**src/rtl/cam_pkg.sv**
```systemverilog
`default_nettype none
// ============================================================================
//  cam_pkg
//  Shared types and helpers for the CAM match path.
//  Revision: 1.0
// ============================================================================
package cam_pkg;

    localparam string PRIO_LOW  = "LOW";
    localparam string PRIO_HIGH = "HIGH";

    localparam logic [0:0] ST_IDLE = 1'b0;
    localparam logic [0:0] ST_WALK = 1'b1;

    typedef enum logic [0:0] {
        IDLE = ST_IDLE,
        WALK = ST_WALK
    } walk_state_e;

    // $clog2 collapses to 0 for a single entry; an index still needs one bit.
    function automatic int idx_width(input int w);
        return (w > 1) ? $clog2(w) : 1;
    endfunction

endpackage
`default_nettype wire

```
**src/rtl/match_prio_enc.sv**
```systemverilog
`default_nettype none
// ============================================================================
//  match_prio_enc
//  Combinational priority encoder: index and one-hot of the winning set bit.
//  Revision: 1.0
// ============================================================================
module match_prio_enc
    import cam_pkg::*;
#(
    parameter int    WIDTH        = 8,
    parameter string LSB_PRIORITY = PRIO_LOW,
    parameter int    IDX_W        = idx_width(WIDTH)
) (
    input  logic [WIDTH-1:0] pending,
    output logic             valid,
    output logic [IDX_W-1:0] index,
    output logic [WIDTH-1:0] onehot
);

    logic [IDX_W-1:0] w_idx;

    if (LSB_PRIORITY == PRIO_HIGH) begin : g_lowest_first
        // Descending scan: the last assignment is the lowest set index.
        always_comb begin
            w_idx = '0;
            for (int i = WIDTH - 1; i >= 0; i--) begin
                if (pending[i]) w_idx = IDX_W'(i);
            end
        end
    end else begin : g_highest_first
        always_comb begin
            w_idx = '0;
            for (int i = 0; i < WIDTH; i++) begin
                if (pending[i]) w_idx = IDX_W'(i);
            end
        end
    end

    assign valid  = |pending;
    assign index  = w_idx;
    assign onehot = valid ? (WIDTH'(1) << w_idx) : '0;

endmodule
`default_nettype wire

```
**src/rtl/match_walker.sv**
```systemverilog
`default_nettype none
// ============================================================================
//  match_walker
//  Walks a CAM match vector, emitting every hit index one beat at a time.
//  Revision: 1.0
// ============================================================================
module match_walker
    import cam_pkg::*;
#(
    parameter int    WIDTH        = 8,
    parameter string LSB_PRIORITY = PRIO_LOW,
    parameter int    IDX_W        = idx_width(WIDTH),
    parameter int    CNT_W        = $clog2(WIDTH + 1)
) (
    input  logic             clk,
    input  logic             rst_n,
    input  logic             in_valid,
    output logic             in_ready,
    input  logic [WIDTH-1:0] in_match,
    input  logic             abort,
    output logic             out_valid,
    input  logic             out_ready,
    output logic             out_hit,
    output logic [IDX_W-1:0] out_index,
    output logic             out_last,
    output logic [CNT_W-1:0] out_count
);

    walk_state_e      r_state;
    logic [WIDTH-1:0] r_pending;
    logic [CNT_W-1:0] r_ordinal;

    logic             w_enc_valid;
    logic [IDX_W-1:0] w_enc_idx;
    logic [WIDTH-1:0] w_enc_onehot;
    logic             w_walk;
    logic             w_single;

    match_prio_enc #(
        .WIDTH        (WIDTH),
        .LSB_PRIORITY (LSB_PRIORITY),
        .IDX_W        (IDX_W)
    ) u_enc (
        .pending (r_pending),
        .valid   (w_enc_valid),
        .index   (w_enc_idx),
        .onehot  (w_enc_onehot)
    );

    assign w_walk   = (r_state == WALK);
    // Zero or one bit left means this beat closes the transaction.
    assign w_single = ((r_pending & (r_pending - WIDTH'(1))) == '0);

    assign in_ready  = (r_state == IDLE);
    assign out_valid = w_walk;
    assign out_hit   = w_walk & w_enc_valid;
    assign out_index = w_walk ? w_enc_idx : '0;
    assign out_last  = w_walk & w_single;
    assign out_count = out_hit ? r_ordinal : '0;

    always_ff @(posedge clk) begin
        if (!rst_n) begin
            r_state   <= IDLE;
            r_pending <= '0;
            r_ordinal <= '0;
        end else begin
            unique case (r_state)
                IDLE: begin
                    if (in_valid) begin
                        r_pending <= in_match;
                        r_ordinal <= CNT_W'(1);
                        r_state   <= WALK;
                    end
                end
                WALK: begin
                    // Abort wins over a coincident transfer.
                    if (abort) begin
                        r_pending <= '0;
                        r_state   <= IDLE;
                    end else if (out_ready) begin
                        r_pending <= r_pending & ~w_enc_onehot;
                        r_ordinal <= r_ordinal + CNT_W'(1);
                        if (w_single) r_state <= IDLE;
                    end
                end
                default: r_state <= IDLE;
            endcase
        end
    end

endmodule
`default_nettype wire

```
**config.mk**
```make
export PLATFORM = sky130hd
export DESIGN_NAME = match_walker
export DESIGN_NICKNAME = d
export VERILOG_FILES = /design/src/rtl/cam_pkg.sv /design/src/rtl/match_prio_enc.sv /design/src/rtl/match_walker.sv
export SDC_FILE = /design/constraint.sdc
export NUM_CORES = 1
export LEC_CHECK = 0
export BUFFER_PORTS_ARGS = -buffer_cell sky130_fd_sc_hd__buf_2
export CORE_MARGIN = 2
export CORE_UTILIZATION = 50
export CTS_CLUSTER_DIAMETER = 50
export DETAILED_ROUTE_END_ITERATION = 10
export GPL_ROUTABILITY_DRIVEN = 0
export GPL_TIMING_DRIVEN = 0
export PLACE_DENSITY = 0.84
export SLEW_MARGIN = 20
export SYNTH_ARGS = -nofsm -noshare
export SYNTH_HDL_FRONTEND = slang
export SYNTH_SLANG_ARGS = --single-unit
export TNS_END_PERCENT = 1
```
**constraint.sdc**
```tcl
create_clock -name clk -period 1.6 [get_ports clk]
set_input_delay 0.32 -clock clk [delete_from_list [all_inputs] [get_ports clk]]
set_output_delay 0.32 -clock clk [all_outputs]
set_load 0.005 [all_outputs]
```
==> flow_summary.toml <==
[outcome]
run_status = "finished, violations left"
failed_checks = "setup timing"

[logic_synthesis]
netlist.area_leader.share_pct = 31.5
yosys_register_bits = 13
post_synth_inst_count = 102
sequential_fraction_of_the_synthesis_area_pct = 31.5
post_synth_main_area_contributors = "dfxtp_1 32%, a21oi_1 9.7%, a311oi_1 5.3%"
yosys_warnings = 0
synthesis.area_um2 = 826
postSynthAreaPerCell_um2 = 8.10
syn_nets = 116
netlist-cell-type-count = 34
synth.largest_area_cell = "dfxtp_1"

[layout]
flow.area_growth_from_synthesis_pct = 30.2
layout_cells_sized_above_1_pct = 38.1
layout_commonest_cell = "buf_2"
mostFrequentLayoutCells = "23 x buf_2, 15 x a21oi_1, 9 x nor2_1, 9 x nand2_1, 7 x dfxtp_1"
post-route-cell-area_um2 = 1070
n_antenna_cell = 0
layout.nets = 149

[power]
vdd.ir_drop.worst_uv = 384
p_leak_nw = 0.476
power_density_nw_per_um2 = 756

[setup_path]
critical_path_class = "reg -> out"
required_ns = 1.28
worstReg2RegEnd = "r_pending[1]$_SDFFE_PN0P_"
ff2ff_path_depth = 5
timing.critical_path.arrival_ns = 1.42
end_kind = "output pin"
regToRegStartpoint = "out_valid$_SDFF_PN0_"
critPathLaunchType = "flip-flop"
critPathMaxFanout = 5
r2r_slack_ns = 0.20

[clock_tree]
cts.sink_count = 13
htreeDepth = 1
clk_path_buf_depth = 2
post_cts_hold_buffers = 0
cts.clk_slew.worst_paths_ns = 0.08
cts_tree = "built"
clk-insertion-delay-late_ns = 0.28
clockRootBuffer = "clkbuf_4"
numCtsBuffers = 3

[floorplanning]
start_util_pct = 54.2
floorplan.io_pins = 24
num_rows = 14
dieWidth_um = 44.6
design.die.area_um2 = 1990
die-height_um = 44.6
placeableCoreArea_um2 = 1520

[global_routing]
gr-total-overflow = 0
first_global_vias = 915
groute.usage.overall_pct = 25.8
number_of_antenna_violations_at_the_first_check_in_global_routing = 0
grt_first_pass_wirelength_mm = 3.82
grt_start_max_net_pins = 11

[worst_hold_path]
min_from = "out_ready"
min_path_cells = 2
holdCritPathClass = "in -> reg"
whs_endpoint = "out_valid$_SDFF_PN0_"

[placement]
io_buffers = 23
detailed_place_hpwl_mm = 1.55
placement.setup.worst_slack_ns = -0.00385
placed_cell_area_um2 = 961

[timing]
worst_pin_slew_ns = 0.435
finalSetupViolations = 8
finalMaxSlewViolations = 0
slew_limit_headroom_pct = 70.9
clock.fmax_ghz = 0.575
final_period_minus_worst_setup_slack_ns = 1.74
worst_slack_ns = -0.139
whs_ns = 0.232
final.setup_skew_ns = 0.00238
grt_setup_unrepaired = "true"
finalHoldViolCount = 0
timing.final.crit_share_pct = 109

[job]
number_of_max_cap_violations = 0

[route]
route.final.wire_length_mm = 2.23
num_vias = 916
detailedRoute.firstIterationViolations = 27
drt-vias-per-instance = 6.11
antenna_left = 0
drc = 0
wl_per_cell_um = 14.9
drt_pre_antenna_iters = 4
sequential cells by signal (all words and copies together), names as in the netlist:
| signal | cells |
|---|---|
| r_pending | 8 |
| r_ordinal | 4 |
| out_valid | 1 |
what timing repair did:
item / in CTS / in global routing
setup buffers: 4 / 1
gates resized for setup: 10 / 5
cloned: 0 / 0
endpoints found under the setup margin: 8 / 9
hold endpoints to repair: 0 / 0
pin swaps: 8 / 3
worst max-delay path by stage:
stage | start | endpoint | slack (ns) | cells past startpoint
final | r_pending[1]$_SDFFE_PN0P_ | out_last | -0.14 | 4
after global placement | r_pending[4]$_SDFFE_PN0P_ | out_count[1] | 0.06 | 4
after detailed placement | out_valid$_SDFF_PN0_ | out_count[3] | -0.004 | 5
after global routing | r_pending[5]$_SDFFE_PN0P_ | out_count[0] | -0.22 | 4
after floorplan | out_valid$_SDFF_PN0_ | out_count[0] | 0.21 | 4
after CTS | r_pending[3]$_SDFFE_PN0P_ | out_last | -0.14 | 4
power by group:
| group | total (mW) | internal, mW | switching, mW |
|---|---|---|---|
| clock network | 0.211 | 0.0967 | 0.114 |
| logic | 0.235 | 0.111 | 0.124 |
| registers | 0.367 | 0.339 | 0.0273 |
synthesized netlist by cell type, drive strengths merged:
cell type,n
a21oi,16
dfxtp,13
nand2,9
nor2,9
o21ai,8
a311oi,6
and2,6
inv,6
nor2b,3
a211oi,2
a22oi,2
and3,2
clkbuf,2
nand3,2
nor4,2
a211o,1
a21o,1
a32oi,1
buf,1
dlygate4sd1,1
ha,1
nand4b,1
nor3,1
nor3b,1
o21a,1
o21bai,1
o22ai,1
o311a,1
o31ai,1
through the flow:
step           instances  setup TNS, ns  util (%)  power [mW]
6_report             150         -0.891      70.5       0.813
5_1_grt              150          -1.63      70.5       0.857
4_1_cts              149         -0.896      69.1       0.801
3_5_place_dp         141       -0.00385      63.1       0.567
3_3_place_gp         141              0      63.1       0.558
2_1_floorplan        102              0         -       0.501
worst max-delay path: stages (launching register included):
cell and delay (ns):
dfxtp_2 0.36, nor4_4 0.35, a21oi_1 0.12, nor3_2 0.17, buf_2 0.15
kinds of logic (layout without fill, tap and decap cells):
kind of cell	after synthesis	count (layout)	synth area share [%]
buffers and inverters	10	42	6.97
AOI/OAI and AO/OA	42	42	34.5
and+or+nand+nor	36	36	25.5
DFF	13	13	31.5
adders and majority gates	1	1	1.51
layer usage:
layer | global-route usage (%) | up-vias | share of wire (%)
met5 | 0 | - | 0
met4 | 12.1 | 0 | 0.54
met3 | 3.67 | 2 | 8.3
met2 | 43.8 | 48 | 49
met1 | 31.9 | 425 | 42
li1 | - | 441 | -
cell type report:
cell class / instances / area, um^2
Timing Repair Buffer: 28 / 153
Clock buffer: 4 / 26.3
Tap cell: 16 / 20.0
Multi-Input combinational cell: 79 / 537
Fill cell: 126 / 449
Sequential cell: 13 / 275
Buffer: 4 / 41.3
Inverter: 6 / 22.5
No activity file was read; power rests on OpenSTA's default activity.
